`config.mk`:
```
export PLATFORM = sky130hd
export DESIGN_NAME = mem_arbiter
export DESIGN_NICKNAME = d
export VERILOG_FILES = /design/src/rtl/mem_arbiter_pkg.sv /design/src/rtl/mem_arbiter_pick.sv /design/src/rtl/mem_arbiter.sv
export SDC_FILE = /design/constraint.sdc
export NUM_CORES = 1
export LEC_CHECK = 0
export CAP_MARGIN = 20
export CORE_AREA = 2 2 290 292
export DETAILED_ROUTE_END_ITERATION = 8
export DIE_AREA = 0 0 292 294
export PLACE_DENSITY = 0.31
export RECOVER_POWER = 100
export SYNTH_ARGS = -nofsm -noshare
export SYNTH_HDL_FRONTEND = slang
export SYNTH_SLANG_ARGS = --single-unit
```
`constraint.sdc`:
```
create_clock -name clk -period 2.37 [get_ports clk]
set_clock_uncertainty 0.15 [all_clocks]
set_input_delay 0.237 -clock clk [delete_from_list [all_inputs] [get_ports clk]]
set_output_delay 0.237 -clock clk [all_outputs]
set_load 0.01 [all_outputs]
```
`src/rtl/mem_arbiter_pkg.sv`:
```
// mem_arbiter_pkg
//   Shared encodings for the memory-channel arbiter: FSM states, transaction
//   owner codes, grant-vector bit positions and a counter-width helper.
package mem_arbiter_pkg;

  typedef enum logic [1:0] {
    ARB_IDLE      = 2'd0,
    ARB_ISSUE     = 2'd1,
    ARB_READ_WAIT = 2'd2
  } arb_state_e;

  typedef enum logic [1:0] {
    OWN_NONE = 2'd0,
    OWN_IC   = 2'd1,
    OWN_DC   = 2'd2
  } arb_owner_e;

  // Bit positions inside the one-hot grant vector from arb_pick.
  localparam int GNT_IC = 0;
  localparam int GNT_DC = 1;

  // Beat counter width: clog2(beats), never narrower than one bit.
  function automatic int cnt_width(input int beats);
    return (beats > 1) ? $clog2(beats) : 1;
  endfunction

endpackage

```
`src/rtl/mem_arbiter_pick.sv`:
```
// arb_pick
//   Two-way combinational picker for the memory arbiter.
//   Ports:
//     ic_valid  - I-cache request pending
//     dc_valid  - D-cache request pending
//     last_dc   - 1 if the most recent grant went to the D-cache
//     grant     - one-hot grant, bit GNT_IC / GNT_DC
//   A lone requester always wins. On a tie the requester that did not win
//   last time wins; holding last_dc at 0 therefore gives fixed D-cache priority.
import mem_arbiter_pkg::*;

module arb_pick (
  input  logic       ic_valid,
  input  logic       dc_valid,
  input  logic       last_dc,
  output logic [1:0] grant
);

  always_comb begin
    grant = '0;
    if (ic_valid && dc_valid) begin
      if (last_dc) grant[GNT_IC] = 1'b1;
      else         grant[GNT_DC] = 1'b1;
    end else if (dc_valid) begin
      grant[GNT_DC] = 1'b1;
    end else if (ic_valid) begin
      grant[GNT_IC] = 1'b1;
    end
  end

endmodule

```
`src/rtl/mem_arbiter.sv`:
```
// mem_arbiter
//   Shares one main-memory request/response channel between the I-cache
//   refill port (reads only) and the D-cache refill/writeback port (reads and
//   single-beat writes). One transaction is outstanding at a time; read bursts
//   return BEATS beats which are routed to the granted requester only.
//
//   Build option: define ARB_RR_EN for round-robin arbitration on ties;
//   otherwise the D-cache has fixed priority.
//
//   Ports:
//     clk, reset                       - clock, synchronous active-high reset
//     ic_req_*/ic_resp_*               - I-cache request and response beats
//     dc_req_*/dc_resp_*               - D-cache request and response beats
//     mem_req_*/mem_resp_*             - shared memory channel
//     busy                             - a transaction is in flight
//
//   state         | meaning
//   ARB_IDLE      | no transaction; arbitrate and capture the winner
//   ARB_ISSUE     | presenting the captured request to memory
//   ARB_READ_WAIT | forwarding read beats to the owner
import mem_arbiter_pkg::*;

module mem_arbiter #(
  parameter int ADDR_W = 32,
  parameter int DATA_W = 128,
  parameter int BEATS  = 4
) (
  input  logic              clk,
  input  logic              reset,
  input  logic              ic_req_valid,
  output logic              ic_req_ready,
  input  logic [ADDR_W-1:0] ic_req_addr,
  output logic              ic_resp_valid,
  output logic [DATA_W-1:0] ic_resp_data,
  input  logic              dc_req_valid,
  output logic              dc_req_ready,
  input  logic              dc_req_rw,
  input  logic [ADDR_W-1:0] dc_req_addr,
  input  logic [DATA_W-1:0] dc_req_wdata,
  output logic              dc_resp_valid,
  output logic [DATA_W-1:0] dc_resp_data,
  output logic              mem_req_valid,
  input  logic              mem_req_ready,
  output logic              mem_req_rw,
  output logic [ADDR_W-1:0] mem_req_addr,
  output logic [DATA_W-1:0] mem_req_wdata,
  input  logic              mem_resp_valid,
  input  logic [DATA_W-1:0] mem_resp_data,
  output logic              busy
);

  localparam int CNT_W = cnt_width(BEATS);
  localparam logic [CNT_W-1:0] LAST_BEAT = CNT_W'(BEATS - 1);

  arb_state_e        state_q, state_d;
  arb_owner_e        owner_q, owner_d;
  logic [CNT_W-1:0]  cnt_q, cnt_d;
  logic              rw_q, rw_d;
  logic [ADDR_W-1:0] addr_q, addr_d;
  logic [DATA_W-1:0] wdata_q, wdata_d;
  logic [1:0]        grant;
  logic              last_dc;

  arb_pick u_pick (
    .ic_valid (ic_req_valid),
    .dc_valid (dc_req_valid),
    .last_dc  (last_dc),
    .grant    (grant)
  );

`ifdef ARB_RR_EN
  logic last_dc_q;

  // Pointer remembers the most recent winner; reset value means "I-cache won".
  always_ff @(posedge clk) begin
    if (reset) begin
      last_dc_q <= 1'b0;
    end else if (state_q == ARB_IDLE && (|grant)) begin
      last_dc_q <= grant[GNT_DC];
    end
  end

  assign last_dc = last_dc_q;
`else
  // Pretending the I-cache always won last makes the picker favour the D-cache.
  assign last_dc = 1'b0;
`endif

  always_ff @(posedge clk) begin
    if (reset) begin
      state_q <= ARB_IDLE;
      owner_q <= OWN_NONE;
      cnt_q   <= '0;
      rw_q    <= 1'b0;
      addr_q  <= '0;
      wdata_q <= '0;
    end else begin
      state_q <= state_d;
      owner_q <= owner_d;
      cnt_q   <= cnt_d;
      rw_q    <= rw_d;
      addr_q  <= addr_d;
      wdata_q <= wdata_d;
    end
  end

  always_comb begin
    state_d       = state_q;
    owner_d       = owner_q;
    cnt_d         = cnt_q;
    rw_d          = rw_q;
    addr_d        = addr_q;
    wdata_d       = wdata_q;
    mem_req_valid = 1'b0;
    ic_req_ready  = 1'b0;
    dc_req_ready  = 1'b0;
    ic_resp_valid = 1'b0;
    dc_resp_valid = 1'b0;
    ic_resp_data  = '0;
    dc_resp_data  = '0;

    case (state_q)
      ARB_IDLE: begin
        if (grant[GNT_DC]) begin
          owner_d = OWN_DC;
          rw_d    = dc_req_rw;
          addr_d  = dc_req_addr;
          wdata_d = dc_req_wdata;
          state_d = ARB_ISSUE;
        end else if (grant[GNT_IC]) begin
          owner_d = OWN_IC;
          rw_d    = 1'b0;
          addr_d  = ic_req_addr;
          wdata_d = '0;
          state_d = ARB_ISSUE;
        end
      end

      ARB_ISSUE: begin
        mem_req_valid = 1'b1;
        // Accept is a pass-through of memory's ready, to the owner only.
        ic_req_ready  = (owner_q == OWN_IC) && mem_req_ready;
        dc_req_ready  = (owner_q == OWN_DC) && mem_req_ready;
        if (mem_req_ready) begin
          if (rw_q) begin
            state_d = ARB_IDLE;
            owner_d = OWN_NONE;
          end else begin
            state_d = ARB_READ_WAIT;
            cnt_d   = '0;
          end
        end
      end

      ARB_READ_WAIT: begin
        if (mem_resp_valid) begin
          if (owner_q == OWN_IC) begin
            ic_resp_valid = 1'b1;
            ic_resp_data  = mem_resp_data;
          end else if (owner_q == OWN_DC) begin
            dc_resp_valid = 1'b1;
            dc_resp_data  = mem_resp_data;
          end
          if (cnt_q == LAST_BEAT) begin
            state_d = ARB_IDLE;
            owner_d = OWN_NONE;
            cnt_d   = '0;
          end else begin
            cnt_d = cnt_q + CNT_W'(1);
          end
        end
      end

      default: begin
        state_d = ARB_IDLE;
        owner_d = OWN_NONE;
        cnt_d   = '0;
      end
    endcase
  end

  assign mem_req_rw    = rw_q;
  assign mem_req_addr  = addr_q;
  assign mem_req_wdata = wdata_q;
  assign busy          = (state_q != ARB_IDLE);

endmodule

```
Yosys cells after proc, flatten, opt, wreduce, memory -nomap -nowiden --
Index checks and enable logic that the tools add are counted.
Cells by class: add/sub/neg operators 1, equality and inequality tests 11, muxes and demuxes 43, bitwise logic cells 1, reductions and logical operators 10
Operators by type and width (number):
- 2-to-1 mux 128 bit | 9
- 2-to-1 mux 32 bit | 2
- 2-to-1 mux 2 bit | 14
- case mux 2 bit (3 select lines) | 3
- 2-to-1 mux 1 bit | 15
- inequality test 2 bit (second input constant) | 5
- AND reduction 4 bit | 2
- equality test 2 bit (second input constant) | 3
- AND reduction 5 bit | 1
- equality test 2 x 1 -> 1 bit (second input constant) | 2
- nonzero test 2 bit | 2
- logical AND 1 bit | 3
- inequality test 3 bit (second input constant) | 1
- adder 2 x 1 -> 2 bit (second input constant) | 1
- logical NOT 2 bit | 1
- AND reduction 2 bit | 1
- inverter 1 bit | 1
Storage, ports and cells: bits in registers 167, input port bits 327, output and inout bits 423, logic and storage cells 72

Logic depth before layout (Yosys ltp) --
Gate-level depths: netlist of the first run.
depth in word-level cells 6, gate-level depth with buffers 6, mapped depth without buffers 5

Modules after synthesis --
Synthesis of the first run repeated with hierarchy kept, for this count alone.
Unflattened totals: cell total of the unflattened synthesis 908, area, all modules 7866.3 sq um
Modules (own cells, without submodules):
- mem_arbiter | instances 1, cells an instance 905, area each 7847.5 sq um, seq. area each 3343.2 sq um
- arb_pick | instances 1, cells an instance 3, area each 18.8 sq um, seq. area each 0.0 sq um

Worst setup path after synthesis of the first run --
Ideal clock, no wire load.
path type register to output, start point register state_q[1], end point output port dc_resp_data[108], arrival 1.234 ns, required time 1.983 ns, setup slack 0.749 ns, cell stages (with the launch flop) 6, path buffers 2, cells stage by stage dfxtp_1 nand3b_1 nor2_2 clkbuf_2 clkbuf_2 and2_1
Between the ends: cells in the longest elaborated chain, start to end 2
RTL lines:
- start, declared | RTL line mem_arbiter.sv:55 | arb_state_e state_q, state_d;
- start signal, assigned | RTL line mem_arbiter.sv:98 | state_q <= state_d;
- equality test 2 bit | RTL line mem_arbiter.sv:122 | case (state_q)
- 2-to-1 mux 128 bit | RTL line mem_arbiter.sv:122
- end, declared | RTL line mem_arbiter.sv:41 | output logic [DATA_W-1:0] dc_resp_data,
No other way between the ends.

Worst setup path after layout of the first run --
start point register state_q[0], end point output port ic_resp_data[6]
Between the ends: cells in the longest elaborated chain, start to end 2
RTL lines:
- equality test 2 bit | RTL line mem_arbiter.sv:122
- 2-to-1 mux 128 bit | RTL line mem_arbiter.sv:122
- end, declared | RTL line mem_arbiter.sv:34 | output logic [DATA_W-1:0] ic_resp_data,
No other way between the ends.

==> out/qor.csv, run 1 <==
metric;value;unit
status;complete, but fails checks;
violations;setup timing;
syn_inst;904;
fmax;0.371;GHz
initial_utilization;9.47;%
layout-drive-gt1-share;20.7;%
crit_type;reg -> out;
clockBufferDepth;2;
maxSlewViolCount;0;
rows;106;
crit_top_cell;buf_12;
core_area;0.0829;sq mm
gp_congestion;0.821;
grt_pass1_vias;9555;
arrival;2.31;ns
power.leakage;8.20;nW
layout.nets;1988;
cts_tree;yes;
clkTransAtPathRegs;0.07;ns
die-area;0.0858;sq mm
cap_violations;0;
worstPathRequired;1.98;ns
wl_per_cell;22.5;um
period_minus_slack;2.69;ns
worst_pin_slew;1.00;ns
grt_max_degree;64;
dr.first_iter.drc_count;373;
worstSetupStartpointType;flip-flop;
crit_path_max_fanout;10;
syn-cell-area;0.00785;sq mm
final_core_util;20.9;%
final-setup-viol-count;177;
cp_cell_sequence;nand3b_1 > buf_4 > nor2_4 > buf_12 > buf_12 > and2_1 > clkdlybuf4s50_1;
max_stage_delay;0.53;ns
synth_seq_area_share;42.6;%
power.total;8.03;mW
rsz0062_at_grt;yes;
syn_to_final_growth;121;%
reg2reg_depth;6;
multi_input_area;0.00402;sq mm
postRouteAntennaNets;0;
min_path_type;in -> reg;
fp.dieH;294;um
yosysWarningCount;0;
num_vias;9519;
p_per_area;463;mW/mm^2
hold_violations;0;
die_w;292;um
num_io_pins;750;
root_buffer;clkbuf_16;
grt.overflow.total;0;
synth_nets;1232;
dp.final_hpwl;50800;um
endpoint_kind;output port;
cts_max_level;4;
cts_sinks;167;
ys_ff_latch;167;
worst_slack;-0.323;ns
drcViolationCount;0;
firstDrtPassIters;4;
fillers;9194;
final_cell_mix;clkdlybuf4s50_1, and2_1, nor2_1, dfxtp_1, dlygate4sd3_1;
avgSynthCellArea;8.68;sq um
vias_per_cell;3.45;
slowest_stage;clkdlybuf4s50_1;
regArea;0.00335;sq mm
peakVddDrop;454;uV
synth.distinct_cells;30;
r2r-start;state_q[1];
maxSlewHeadroom;33.3;%
cts_made_buffers;17;
finalCritPeriodShare;114;%
critPathLaunch;state_q[0];
grt_pass1_wl;80300;um
track_usage;13.6;%
min_path_cells;4;
clk_latency;0.47;ns
mostFrequentLayoutCell;clkdlybuf4s50_1;
wl;62300;um
port_buffers;749;
min_from;dc_req_valid;
antenna_found_initial;23;
-- per-layer routing --
metal  wire, um  global-route usage, %  up-vias
met2      34400                   26.3      411
li1           -                      -     4584
met3       4710                   4.73       65
met5         53                      0        -
met1      21200                   12.9     4451
met4       1940                   5.59        8
-- stage by stage --
| stage | setup WS [ns] | hold slack, ns | cells | instance area (sq um) | setup TNS (ns) |
|---|---|---|---|---|---|
| 6_report | -0.323 | 0.157 | 2763 | 17300 | -12.69 |
| 5_1_grt | -0.442 | 0.138 | 2758 | 17300 | -58.08 |
| 4_1_cts | -0.464 | 0.110 | 2721 | 17400 | -76.45 |
| 3_3_place_gp | -0.325 | 0.318 | 2686 | 16800 | -44.23 |
| 3_5_place_dp | -0.329 | 0.318 | 2686 | 16800 | -45.21 |
| 2_1_floorplan | 0.749 | 0.217 | 904 | 7850 | 0 |
-- report_power, final --
group	internal, mW	leakage, nW	switching, mW
Combinational	0.974	6.51	0.825
Sequential	3.00	1.37	0.0902
Clock	1.75	0.315	1.39
-- registers in the layout, summed over array words and instances, names as in the netlist --
name           count
cnt_q              2
mem_req_rw         1
owner_q            2
mem_req_wdata    128
state_q            2
mem_req_addr      32
-- final timing paths --
check                      endpoint  slack, ns
hold / removal           owner_q[1]       0.16
setup / recovery    ic_resp_data[6]      -0.32
setup reg to reg  mem_req_wdata[31]      -0.07
hold reg to reg          owner_q[1]       0.32
-- layout make-up --
class,instances,share of cell area [%]
inverter,3,0.0649
clock buffer,19,2.61
clock inverter,13,1.07
sequential,167,19.3
antenna,10,0.144
timing repair buffer,823,45.9
tap,1080,7.79
multi-input combinational,648,23.2
-- logic make-up after synthesis --
group,synth area share (%)
buffers and inverters,6.94
and+or+nand+nor,29.7
AOI/OAI and AO/OA,16.5
adders and majority gates,0.159
muxes,4.08
DFF,42.6
-- synth_stat cells --
cell type	n	area (sq um)
dfxtp_1	167	3340
buf_2	12	60.1
nand4b_1	2	17.5
nand2b_1	1	6.26
nand3b_1	2	15.0
o211ai_1	2	15.0
a211oi_1	32	240
o31ai_1	1	7.51
buf_6	15	169
o22ai_1	1	6.26
nand2_1	6	22.5
o21a_1	1	7.51
o21ai_0	2	10.0
clkbuf_2	24	120
nor2b_1	1	6.26
clkbuf_1	21	78.8
a22oi_1	129	968
a21oi_1	5	25.0
mux2i_1	32	320
ha_1	1	12.5
nand3_1	1	5.00
nor2_1	167	627
nor2_2	2	12.5
nor2_4	1	11.3
o31a_1	1	8.76
buf_4	14	105
and2_4	1	8.76
and2_1	256	1600
o21ai_1	1	5.00
inv_1	3	11.3
-- repair_timing --
action,CTS,global route
endpoints found under the hold margin,12,0
gates resized for setup,215,465
setup buffers,1,23
endpoints found under the setup margin,253,255
hold buffers,1,0
pin swaps,0,4
gates cloned,1,9
-- worst max-delay path: cells and delay by family (launching register included) --
family,cells,cell delay (ns)
buffers and inverters,4,1.02
and+or+nand+nor,3,0.45
DFF,1,0.33
(Power assumes the default switching activity.)
==> run 2, diff against run 1 <==
--- a/config.mk
+++ b/config.mk
@@ -6,9 +6,10 @@
 export NUM_CORES = 1
 export LEC_CHECK = 0
 export CAP_MARGIN = 20
-export CORE_AREA = 2 2 290 292
+export CORE_AREA = 2 2 295 297
+export CTS_BUF_LIST = sky130_fd_sc_hd__clkbuf_4
 export DETAILED_ROUTE_END_ITERATION = 8
-export DIE_AREA = 0 0 292 294
+export DIE_AREA = 0 0 297 299
 export PLACE_DENSITY = 0.31
 export RECOVER_POWER = 100
 export SYNTH_ARGS = -nofsm -noshare
==> run 2 against run 1 <==
  * The run still ends with setup timing left
  * Fmax fell by 7.9%
  * Via count rose by 9.3%
  * Clock-buffer cell count fell by 1
  * Routed wire length rose by 0.23%
  * Clock power fell by 41%
  * First-iteration DRC count rose by 24%
  * Non-clock buffer count rose by 213
  * Final cell count rose by 10%
  * Critical path type unchanged
==> out/qor.csv, run 2 (synthesis gave the netlist of run 1 again) <==
metric;value;unit;change
status;complete, but fails checks;;
violations;setup timing;;
maxSlewHeadroom;59.8;%;+26 points
setup-tns-final;-76.67;ns;-63.98 ns
grt.overflow.total;0;;unchanged
min_path_type;in -> reg;;
r2r_end;mem_req_wdata[119];;
dr.first_iter.drc_count;464;;+24%
vias_per_cell;3.41;;-1.0%
r2r_slack;-0.13;ns;-0.06 ns
gp_congestion;0.802;;-2.3%
post-place-ws;-0.349;ns;-0.0199 ns
rsz0062_at_grt;yes;;
hold_end;mem_req_wdata[118];;
rows;108;;+1.9%
r2r-start;state_q[1];;
post-place-cells;2778;;+3.4%
cp_cell_sequence;inv_1 > nand2_1 > nor2_4 > buf_12 > buf_12 > and2_1 > clkdlybuf4s50_1;;
min_from;dc_req_wdata[118];;
reg2reg_depth;6;;unchanged
initial_utilization;9.13;%;-0.34 points
fillers;9524;;+3.6%
layout.nets;2201;;+11%
worst_slack;-0.554;ns;-0.231 ns
crit_top_cell;buf_12;;
peakVddDrop;338;uV;-26%
cts_made_buffers;17;;unchanged
cts_max_level;4;;unchanged
postPlaceCellArea;0.0171;sq mm;+1.6%
wl;62400;um;+0.23%
die-area;0.0888;sq mm;+3.4%
clk_latency;0.70;ns;+0.23 ns
p_per_area;362;mW/mm^2;-22%
drcViolationCount;0;;unchanged
root_buffer;clkbuf_4;;
port_buffers;749;;unchanged
final_core_util;22.7;%;+1.8 points
cts_tree;yes;;
core_area;0.0859;sq mm;+3.7%
syn_to_final_growth;149;%;
finalCritPeriodShare;123;%;+9.8 points
crit_type;reg -> out;;
endpoint_kind;output port;;
wl_per_cell;20.5;um;-9.2%
path_delay_family;buffers and inverters;;
max_stage_delay;0.54;ns;about the same
postRouteAntennaNets;0;;unchanged
worstSetupStartpointType;flip-flop;;
final_cell_mix;clkdlybuf4s50_1, dlygate4sd3_1, and2_1, nor2_1, dfxtp_1;;
arrival;2.54;ns;+0.23 ns
min_path_cells;3;;-1
power.total;7.05;mW;-12%
largest_reg_flops;128;;unchanged
grt_pass1_vias;10900;;+14%
critPathBufInv;4;;unchanged
final_area;0.0195;sq mm;+12%
layout-drive-gt1-share;19.6;%;-1.1 points
track_usage;13.4;%;-0.18 points
mostFrequentLayoutCell;clkdlybuf4s50_1;;
grt_pass1_wl;84200;um;+4.9%
grt_max_degree;65;;+1.6%
num_vias;10400;;+9.3%
final-setup-viol-count;260;;+47%
fmax;0.342;GHz;-7.9%
power.leakage;8.50;nW;+3.7%
worst_pin_slew;0.587;ns;-0.414 ns
cts_sinks;167;;unchanged
die_w;297;um;+1.7%
clockBufferDepth;2;;unchanged
clkTransAtPathRegs;0.16;ns;+0.09 ns
dp.final_hpwl;50100;um;-1.4%
crit_path_max_fanout;27;;+17
worstPathRequired;1.98;ns;about the same
cap_violations;0;;unchanged
maxSlewViolCount;0;;unchanged
period_minus_slack;2.92;ns;+0.231 ns
hold_ws;0.218;ns;+0.0609 ns
antenna_found_initial;21;;-8.7%
hold_violations;0;;unchanged
final_cells;3051;;+10%
num_io_pins;750;;unchanged
slowest_stage;clkdlybuf4s50_1;;
fp.dieH;299;um;+1.7%
firstDrtPassIters;4;;unchanged
==> run 2: cell count changes in the layout (fill, tap and decap cells not counted), moves of 18 or more <==
cell	previous run	this run
and2_1	235	207
and2_4	18	50
buf_2	83	62
buf_6	21	55
clkbuf_16	25	7
clkbuf_4	0	19
clkdlybuf4s50_1	326	384
dlygate4sd3_1	162	351
dlymetal6s2s_1	42	16
==> run 2: repair_timing <==
item	in CTS	in global routing
pin swaps	1	7
setup endpoints to repair	263	262
buffers inserted	9	23
resized for setup	267	400
gates cloned	4	9
hold endpoints to repair	167	0
hold buffers	192	0
==> run 2: how the worst max path moves through the flow <==
stage                               from           endpoint  slack, ns  cells after the start
after global routing          state_q[0]   ic_resp_data[26]      -0.79                      7
after detailed placement  mem_resp_valid   dc_resp_data[87]      -0.35                      8
after global placement    mem_resp_valid   dc_resp_data[87]      -0.34                      8
after floorplan               state_q[1]  dc_resp_data[108]       0.75                      5
final                         owner_q[1]  ic_resp_data[114]      -0.55                      7
after CTS                     state_q[0]   ic_resp_data[53]      -0.83                      7
==> run 2: power by group <==
| part | leakage, nW | internal, mW | total, mW | switching [mW] |
|---|---|---|---|---|
| combinational | 6.98 | 1.21 | 2.11 | 0.896 |
| clock | 0.149 | 0.642 | 1.85 | 1.21 |
| sequential | 1.37 | 3.00 | 3.09 | 0.0923 |
==> run 2: layer usage <==
layer  up-vias  track usage [%]  share of wire [%]
met1      4864             13.6                 37
met4         6             5.16                3.3
li1       5011                -                  -
met2       442             25.1                 53
met5         -                0              0.064
met3        79             4.62                6.2
==> run 2: layout make-up <==
type	instances	area, sq um	area share (%)
well taps	1155	1450	7.41
inverters	3	11.3	0.0577
multi-input cells	648	4120	21.1
clock inverters	14	145	0.744
diodes	10	25.0	0.128
repair buffers	1036	10300	52.7
clock buffers	18	135	0.693
flip-flops and latches	167	3340	17.1
==> run 2: tightest hold or removal path, delay by kind of cell <==
kind / cells / cell delay [ns]
buf+inv: 1 / 0.54
simple gates: 1 / 0.05
compound gates: 1 / 0.22
